$ cat config.mk
export PLATFORM = sky130hd
export DESIGN_NAME = uart_rx
export DESIGN_NICKNAME = d
export VERILOG_FILES = /design/src/rtl/uart_pkg.sv /design/src/rtl/uart_sync2.sv /design/src/rtl/uart_rx.sv
export SDC_FILE = /design/constraint.sdc
export NUM_CORES = 1
export LEC_CHECK = 0
export BUFFER_PORTS_ARGS = -buffer_cell sky130_fd_sc_hd__buf_2
export CORE_ASPECT_RATIO = 0.5
export CORE_MARGIN = 3
export CORE_UTILIZATION = 50
export CTS_BUF_LIST = sky130_fd_sc_hd__clkbuf_4 sky130_fd_sc_hd__clkbuf_8
export CTS_CLUSTER_DIAMETER = 120
export DETAILED_ROUTE_END_ITERATION = 16
export PLACE_DENSITY = 0.7
export SLEW_MARGIN = 20
export SYNTH_ARGS = -nofsm -noshare
export SYNTH_HDL_FRONTEND = slang
export SYNTH_HIERARCHICAL = 1
export SYNTH_SLANG_ARGS = --single-unit
$ cat constraint.sdc
create_clock -name clk -period 1.8 [get_ports clk]
set_input_delay 0.18 -clock clk [delete_from_list [all_inputs] [get_ports clk]]
set_output_delay 0.18 -clock clk [all_outputs]
set_load 0.01 [all_outputs]
$ cat src/rtl/uart_pkg.sv
`default_nettype none
// ============================================================================
// Module      : uart_pkg
// Description : Shared constants, receiver state encoding and a 2-of-3 vote
//               helper for the board UART blocks.
// Revision    : 1.0 - initial release
// ============================================================================
package uart_pkg;

  // Byte width carried by one 8N1 frame.
  localparam int UART_DATA_BITS = 8;

  // Default number of sample_en pulses per bit period.
  localparam int UART_OVERSAMPLE_DEFAULT = 16;

  // Receiver frame-tracking states.
  typedef enum logic [1:0] {
    IDLE  = 2'd0,
    START = 2'd1,
    DATA  = 2'd2,
    STOP  = 2'd3
  } uart_rx_state_t;

  // 2-of-3 majority of three line samples.
  function automatic logic maj3(input logic [2:0] s);
    return (s[0] & s[1]) | (s[0] & s[2]) | (s[1] & s[2]);
  endfunction

endpackage
`default_nettype wire

$ cat src/rtl/uart_sync2.sv
`default_nettype none
// ============================================================================
// Module      : uart_sync2
// Description : Two-flop synchronizer for signals asynchronous to clk.
//               Flops reset to RESET_VAL so an idle-high line does not look
//               like activity while reset releases. Also used for cts on the
//               transmit side.
// Revision    : 1.0 - initial release
// ============================================================================
module uart_sync2 #(
  parameter int               WIDTH     = 1,
  parameter logic [WIDTH-1:0] RESET_VAL = '1
) (
  input  logic             clk,
  input  logic             nrst,
  input  logic [WIDTH-1:0] d_i,
  output logic [WIDTH-1:0] q_o
);

  logic [WIDTH-1:0] meta_q;
  logic [WIDTH-1:0] sync_q;

  // Two back-to-back flops give the first stage a full clock to resolve.
  always_ff @(posedge clk or negedge nrst) begin
    if (!nrst) begin
      meta_q <= RESET_VAL;
      sync_q <= RESET_VAL;
    end else begin
      meta_q <= d_i;
      sync_q <= meta_q;
    end
  end

  assign q_o = sync_q;

endmodule
`default_nettype wire

$ cat src/rtl/uart_rx.sv
`default_nettype none
// ============================================================================
// Module      : uart_rx
// Description : Oversampling 8N1 serial receiver with a single-entry holding
//               register, valid/ack handshake, rts flow control and
//               framing-error / overrun pulses.
//               Optional build macro UART_RX_MAJORITY_EN: every start, data
//               and stop decision becomes a 2-of-3 vote over the samples at
//               mid-1, mid and mid+1 instead of a single mid-point sample.
// Revision    : 1.0 - initial release
// ============================================================================
module uart_rx
  import uart_pkg::*;
#(
  parameter int OVERSAMPLE = UART_OVERSAMPLE_DEFAULT
) (
  input  logic       clk,
  input  logic       nrst,
  input  logic       sample_en,
  input  logic       rx,
  output logic       rts,
  output logic [7:0] data,
  output logic       data_valid,
  input  logic       data_ack,
  output logic       framing_err,
  output logic       overrun
);

  // Width of the oversample counter; derived from OVERSAMPLE only.
  localparam int CNT_W = $clog2(OVERSAMPLE);

  // Last count of a bit period; the counter wraps to zero after it.
  localparam logic [CNT_W-1:0] c_OS_LAST = CNT_W'(OVERSAMPLE - 1);

`ifdef UART_RX_MAJORITY_EN
  // The vote needs the sample after the mid point, so every decision lands
  // one tick later than the single-sample build. Entering DATA at count 1
  // keeps the data windows centred exactly 16 ticks apart from mid start.
  localparam logic [CNT_W-1:0] c_START_DEC = CNT_W'(OVERSAMPLE / 2);
  localparam logic [CNT_W-1:0] c_BIT_DEC   = '0;
  localparam logic [CNT_W-1:0] c_BIT_INIT  = CNT_W'(1);
`else
  localparam logic [CNT_W-1:0] c_START_DEC = CNT_W'(OVERSAMPLE / 2 - 1);
  localparam logic [CNT_W-1:0] c_BIT_DEC   = c_OS_LAST;
  localparam logic [CNT_W-1:0] c_BIT_INIT  = '0;
`endif

  // --------------------------------------------------------------------------
  // Line synchronizer
  // --------------------------------------------------------------------------
  logic rxs;

  uart_sync2 #(
    .WIDTH     (1),
    .RESET_VAL (1'b1)
  ) u_sync (
    .clk  (clk),
    .nrst (nrst),
    .d_i  (rx),
    .q_o  (rxs)
  );

  // --------------------------------------------------------------------------
  // Bit decision: either the raw mid sample or a 3-sample vote
  // --------------------------------------------------------------------------
  logic w_bit;

`ifdef UART_RX_MAJORITY_EN
  logic [2:0] samp_q;
  logic [2:0] samp_d;

  // The history shifts on every tick, so at a decision tick it holds exactly
  // the samples from mid-1, mid and (current) mid+1.
  assign samp_d = {samp_q[1:0], rxs};
  assign w_bit  = maj3(samp_d);

  // Sample history register, advanced once per oversample tick.
  always_ff @(posedge clk or negedge nrst) begin
    if (!nrst) begin
      samp_q <= 3'b111;
    end else if (sample_en) begin
      samp_q <= samp_d;
    end
  end
`else
  assign w_bit = rxs;
`endif

  // --------------------------------------------------------------------------
  // Frame tracking
  // --------------------------------------------------------------------------
  uart_rx_state_t   state_q;
  logic [CNT_W-1:0] os_cnt_q;
  logic [CNT_W-1:0] os_cnt_d;
  logic [2:0]       bit_cnt_q;
  logic [7:0]       shift_q;
  logic [7:0]       shift_d;
  logic             done_q;     // stop bit decided on the previous edge
  logic             stop_ok_q;  // value of that stop decision

  // Free-running bit-period counter with wrap at the last count.
  assign os_cnt_d = (os_cnt_q == c_OS_LAST) ? '0 : os_cnt_q + 1'b1;

  // New bits enter at the MSB so the first (LSB) bit ends up in bit 0.
  assign shift_d  = {w_bit, shift_q[7:1]};

  // Frame FSM: advances only on sample_en; done_q marks a finished frame.
  always_ff @(posedge clk or negedge nrst) begin
    if (!nrst) begin
      state_q   <= IDLE;
      os_cnt_q  <= '0;
      bit_cnt_q <= '0;
      shift_q   <= '0;
      done_q    <= 1'b0;
      stop_ok_q <= 1'b0;
    end else begin
      done_q <= 1'b0;
      if (sample_en) begin
        case (state_q)
          IDLE: begin
            if (!rxs) begin
              state_q  <= START;
              os_cnt_q <= '0;
            end
          end
          START: begin
            if (os_cnt_q == c_START_DEC) begin
              if (!w_bit) begin
                state_q   <= DATA;
                os_cnt_q  <= c_BIT_INIT;
                bit_cnt_q <= '0;
              end else begin
                // Low pulse shorter than half a bit: treat as line noise.
                state_q  <= IDLE;
                os_cnt_q <= '0;
              end
            end else begin
              os_cnt_q <= os_cnt_q + 1'b1;
            end
          end
          DATA: begin
            os_cnt_q <= os_cnt_d;
            if (os_cnt_q == c_BIT_DEC) begin
              shift_q   <= shift_d;
              bit_cnt_q <= bit_cnt_q + 3'd1;
              if (bit_cnt_q == 3'd7) begin
                state_q <= STOP;
              end
            end
          end
          STOP: begin
            os_cnt_q <= os_cnt_d;
            if (os_cnt_q == c_BIT_DEC) begin
              // Re-arm immediately so a start bit right after stop is seen.
              state_q   <= IDLE;
              os_cnt_q  <= '0;
              done_q    <= 1'b1;
              stop_ok_q <= w_bit;
            end
          end
          default: begin
            state_q <= IDLE;
          end
        endcase
      end
    end
  end

  // --------------------------------------------------------------------------
  // Holding register and handshake
  // --------------------------------------------------------------------------
  logic [7:0] data_q;
  logic       valid_q;
  logic       rts_q;
  logic       ferr_q;
  logic       ovr_q;

  logic       w_ack;
  logic       w_load;
  logic       w_drop;
  logic       valid_d;

  // An ack on the completion edge frees the register before the new byte
  // is considered, so that byte loads instead of overrunning.
  assign w_ack   = data_ack & valid_q;
  assign w_load  = done_q & stop_ok_q & (~valid_q | data_ack);
  assign w_drop  = done_q & stop_ok_q & valid_q & ~data_ack;
  assign valid_d = w_load | (valid_q & ~w_ack);

  // Output register: byte, valid, rts mirror and the two status pulses.
  always_ff @(posedge clk or negedge nrst) begin
    if (!nrst) begin
      data_q  <= 8'h00;
      valid_q <= 1'b0;
      rts_q   <= 1'b0;
      ferr_q  <= 1'b0;
      ovr_q   <= 1'b0;
    end else begin
      valid_q <= valid_d;
      rts_q   <= valid_d;
      ferr_q  <= done_q & ~stop_ok_q;
      ovr_q   <= w_drop;
      if (w_load) begin
        data_q <= shift_q;
      end
    end
  end

  assign data        = data_q;
  assign data_valid  = valid_q;
  assign rts         = rts_q;
  assign framing_err = ferr_q;
  assign overrun     = ovr_q;

endmodule
`default_nettype wire

After elaboration in Yosys (flattened, before gate mapping)
Index checks and enable logic that the tools add are counted.
{ "classes": {"eq_ne": 12, "n_addsub": 2, "n_bitwise": 13, "n_mux": 19, "n_reduce_logical": 7} }
{ "op_table": {"columns": ["operator", "n"], "rows": [
  ["$mux W4", 4],
  ["$pmux W4 S4", 1],
  ["$mux W2", 6],
  ["$ne A2 B2 Y1 const B", 6],
  ["$mux W3", 3],
  ["$pmux W2 S4", 1],
  ["$and A1 B1 Y1", 7],
  ["$pmux W3 S2", 1],
  ["$reduce_and A3 Y1", 2],
  ["$reduce_and A6 Y1", 1],
  ["$reduce_and A5 Y1", 1],
  ["$add A4 B1 Y4 const B", 1],
  ["$eq A2 B2 Y1 const B", 2],
  ["$eq A4 B3 Y1 const B", 1],
  ["$eq A4 B4 Y1 const B", 1],
  ["$not A1 Y1", 4],
  ["$add A3 B1 Y3 const B", 1],
  ["$eq A3 B3 Y1 const B", 1],
  ["$mux W1", 3],
  ["$eq A2 B1 Y1 const B", 1],
  ["$logic_not A2 Y1", 1],
  ["$or A1 B1 Y1", 2],
  ["$reduce_and A2 Y1", 1],
  ["$reduce_bool A2 Y1", 1]
]} }
{ "word_totals": {"output_inout_bits": 12, "ff_bits": 32, "word_cells": 65, "in_bits": 5} }

Longest topological paths before layout
{ "logic_depth": {"word_depth": 4, "mapped_depth": 6, "depth_no_buf": 6} }

Modules after synthesis
Netlist, hierarchy kept.
{ "modules_own_cells": {"columns": ["mod", "cells_per_inst", "seq_area_each_um2", "area_per_inst_um2", "n_inst"], "rows": [
  ["uart_rx", 108, 750.7, 1390.1, 1],
  ["uart_sync2", 2, 52.6, 52.6, 1]
]} }

Worst setup path after synthesis
OpenSTA, ideal clock, no wires.
{ "synth_path": {"kind": "register -> register", "start": "reg os_cnt_q[0]", "end": "reg os_cnt_q[3]", "n_path_buf": 0, "arrival_time_ps": 1448, "stages_incl_launch_ff": 6, "setup_time_ps": 82, "setup_slack_ps": 270, "t_required_ps": 1718, "synth_period_minus_slack_ps": 1530, "cell_sequence": "dfrtp_1 > ha_1 > and4_4 > a2111oi_4 > a41oi_1 > a31oi_1"} }
{ "synth_between": {"elab_chain_cells": 4, "word_cells_on_any_way": 7, "classes_between": "add/sub: 1; eq/ne: 2; mux: 4"} }
{ "synth_rtl": {"columns": ["item", "line_no", "source"], "rows": [
  ["from (decl)", "uart_rx.sv:93", "logic [CNT_W-1:0] os_cnt_q;"],
  ["from (signal assigned)", "uart_rx.sv:130", "os_cnt_q <= c_BIT_INIT;"],
  ["from (signal assigned)", "uart_rx.sv:138", "os_cnt_q <= os_cnt_q + 1'b1;"],
  ["from (signal assigned)", "uart_rx.sv:142", "os_cnt_q <= os_cnt_d;"],
  ["$add A4 B1 Y4 / $eq A4 B4 Y1 (equally long branches)", "uart_rx.sv:102, uart_rx.sv:138, uart_rx.sv:153", null],
  ["$mux W4", "uart_rx.sv:102", "assign os_cnt_d = (os_cnt_q == c_OS_LAST) ? '0 : os_cnt_q + 1'b1;"],
  ["$mux W4", "uart_rx.sv:153", "if (os_cnt_q == c_BIT_DEC) begin"],
  ["$pmux W4 S4 *", "uart_rx.sv:119", "case (state_q)"]
]} }
Mark *: on every way between the ends. The rest lies on a longest branch, timed or not.
A chain may end at the register's enable or synchronous reset.

Final worst setup path
Ends and elaborated chain as after synthesis.

==> results.md <==
- Area grow syn2layout: 16.91%
- Fin cells: between 150 and 200
- Critical R2R Launch: os_cnt_q[0]$_DFFE_PN0P_
- Reg clk slew, reported paths: around 0.070 ns
- Hold Startpoint: data_ack
- Syn avg cell area: roughly 13 um^2
- CTS tree: done
- Final Hold Viols: 0
- Fill cells: 203
- Place WS: roughly 0.15 ns
- Slew margin rel.: a little over half
- Min-Delay Path Class: primary input to flop
- Fin. max-slew vios: 0
- Outcome: finished, final reports clean
- Avg WL per Cell: roughly 14 um
- R2R Setup Slk: 0.17 ns
- Num rows: 13
- Horiz. Die Dim: 81.97 um
- RSZ-0062 raised after global routing: false
- Worst Reg-to-Reg Cells: 5
- Worst-Margin Slew: roughly 0.70 ns
- Vias in the first global route: 905
- Synth unique cells: 35
- Starting Density: 54.08%
- Synth Area in Simple Gates: between 10% and 20%
- Setup Buffers After CTS: 0
- CP top delay family: compound AO/OA/AOI/OAI gates
- End of the worst hold path: overrun$_DFF_PN0_
- Max VDD drop: around 0.54 mV
- FF+latch count, synth: 32
- Fin nets: between 100 and 150
- Clk_lat worst skew: between 0.2 and 0.3 ns
- Detailed placement HPWL: 1709 um
- Final ANT Viol Nets: 0
- Area of the multi-input gates: between 500 and 600 um^2
- Primary FF master, synth: dfrtp_1
- Register area: 803.3 um^2
- Worst EP required: around 2 ns
- Reg2reg end: os_cnt_q[3]$_DFFE_PN0P_
- CTS sink count: 32
- Cell Area, Synth: 1443 um^2
- CP Class: flop to flop
- Combinational family with the most area after synthesis: multiplexers
- Synth Area in Compound Gates: 8.413%
- Drt pass-1 iters: 4
- Antenna violations before repair: 0
- Core area: between 2000 and 3000 um^2
- CP arrival: between 1.5 and 2 ns
- Crit path launch type: flop
- Cells after Synth: 110
- Final setup fails: 0
- IO Count: 17
- Via count: 922
- Largest net degree at the start of global routing: 33
- Met2 GRT Util: 24.88%
- Met1 GRT Util: around a fifth
- First-pass GRT wire length: around 4200 um
- CP endpoint kind: flop
- Port Buffers: 16
- GPL Wtd Cong: between 0.8 and 0.9
- Fin worst setup slack: between 0.15 and 0.2 ns
- Met3 usage: under 10%
- CP cell instances: ha_2, and4_4, a2111oi_4, a41oi_1, a31oi_1
- Mux cell area share after synthesis: ~17%
- Syn nets: roughly 120
- Number of synthesized flops with an enable pin: 0
- Async SR Flop Fraction: 100.0%
- Yosys warning count: 6
- Busiest layer in global routing: met2
- Slowest stage delay, CP: between 0.4 and 0.5 ns
- P_leak: about 0.84 nW
- H-tree levels: 2
- Final TNS setup: 0 ns
- Hold path depth: 3
- Slowest CP cell: dfrtp_1
- Placed instance count: 161
- Clk root buf: clkbuf_8
- Tcrit/Tclk final: about 91%
- CP max FO: 5
- Power per cell area: 1243 nW/um^2
- Max-cap violations: 0
- XOR/XNOR share of the synthesized area: 0%
- Die Ht: 43.98 um
- Layout cell share with drive strength beyond 1: between 40% and 50%
- Skew final: 0.004855 ns
- Adder-cell share of the synthesized area: 2.602%
- Total congestion overflow: 0
- Final hold slack: approximately 0.19 ns
- TritonCTS Buffers: 5
- DP Area: 1553 um^2
- Most frequent cells in the layout: dfrtp_1, mux2_2, buf_2, nand2_1
- Fin crit period: approximately 1.6 ns
- Routed wire length: 2474 um
- Fmax achieved: ~610 MHz
- WP buf/inv: 0
- Total GRT Usage: roughly 16%
- Via-per-instance ratio: about 5.4
- Initial DRC count: 25
- Die ar.: about 3600 um^2
- Clock buffer depth: 2
- Final instance area: 1687 um^2
- Part of the Yosys area used for sequential elements: a little under three fifths
- ANT cells: 0
- Final routed DRC violation total: 0
- Commonest non-fill, non-tap cell in the layout: dfrtp_1
[state kept, by name, summed over array words and instances, names as in the netlist, named ones only]
register and count:
data 8, u_sync/q_o 1, rts 1, state_q 1, stop_ok_q 1, shift_q 8, bit_cnt_q 3, overrun 1
framing_err 1, os_cnt_q 4, u_sync/meta_q 1, done_q 1
[routing by layer]
metal	up-vias	wire [um]
met5	-	0
met4	0	32
met3	3	147
met2	22	1185
met1	461	1108
li1	436	-
[stage by stage]
| stage | power, mW | util, % |
|---|---|---|
| detailed placement | 1.413 | 58.21 |
| CTS | 2.108 | 63.13 |
| finish | 2.096 | 63.23 |
| global placement | 1.393 | 58.21 |
| floorplan | 1.326 | - |
| global route | 2.219 | 63.23 |
[power by group]
part           switching (mW)  total [mW]  internal [mW]
sequential              0.151       0.977          0.826
combinational           0.213       0.432          0.219
clock                   0.262       0.687          0.425
total                   0.626        2.10           1.47
[logic make-up (layout without fill, tap and decap cells)]
group | after synthesis | after routing
mux | 22 | 22
buf+inv | 7 | 31
compound gates | 12 | 12
fa+ha+maj | 3 | 3
simple gates | 34 | 34
flops | 32 | 32
[timing repair]
| item | in CTS | in global routing |
|---|---|---|
| gates resized for setup | 0 | 1 |
| endpoints found under the setup margin | 0 | 1 |
| hold buffers | 2 | 0 |
| endpoints found under the hold margin | 31 | 0 |
[final cells by class]
type / instances / area share [%]
well taps: 37 / 2.745
multi-input cells: 71 / 35.53
flip-flops and latches: 32 / 47.63
inverters: 3 / 0.6677
clock buffers: 6 / 4.525
repair buffers: 20 / 6.825
clock inverters: 2 / 2.077
[Yosys cell counts (2+ instances only)]
| master | instances | area share [%] |
|---|---|---|
| a21oi_1 | 2 | 0.69 |
| buf_4 | 2 | 1.0 |
| dfrtp_1 | 30 | 52 |
| dfstp_2 | 2 | 3.6 |
| ha_1 | 3 | 2.6 |
| inv_1 | 3 | 0.78 |
| mux2_2 | 19 | 15 |
| mux2i_1 | 2 | 1.4 |
| nand2_1 | 11 | 2.9 |
| nand2b_1 | 2 | 0.87 |
| nand3_1 | 2 | 0.69 |
| nor2_1 | 5 | 1.3 |
| nor2_2 | 2 | 0.87 |
| nor2b_1 | 4 | 1.7 |
[worst max-delay path by stage]
stage | startpoint | end | slack, ns | cells past startpoint
final | os_cnt_q[0]$_DFFE_PN0P_ | os_cnt_q[3]$_DFFE_PN0P_ | 0.17 | 5
after global routing | os_cnt_q[0]$_DFFE_PN0P_ | os_cnt_q[3]$_DFFE_PN0P_ | 0.05 | 5
after CTS | os_cnt_q[0]$_DFFE_PN0P_ | os_cnt_q[3]$_DFFE_PN0P_ | 0.12 | 5
after detailed placement | os_cnt_q[0]$_DFFE_PN0P_ | os_cnt_q[3]$_DFFE_PN0P_ | 0.15 | 5
after global placement | os_cnt_q[0]$_DFFE_PN0P_ | os_cnt_q[3]$_DFFE_PN0P_ | 0.22 | 5
after floorplan | os_cnt_q[0]$_DFFE_PN0P_ | os_cnt_q[3]$_DFFE_PN0P_ | 0.27 | 5
[worst min-delay path, stage by stage]
cell	delay, ns
buf_2	0.07
nand2b_1	0.14
nor2_1	0.05
Note: power is estimated with default switching activity, not from simulation.
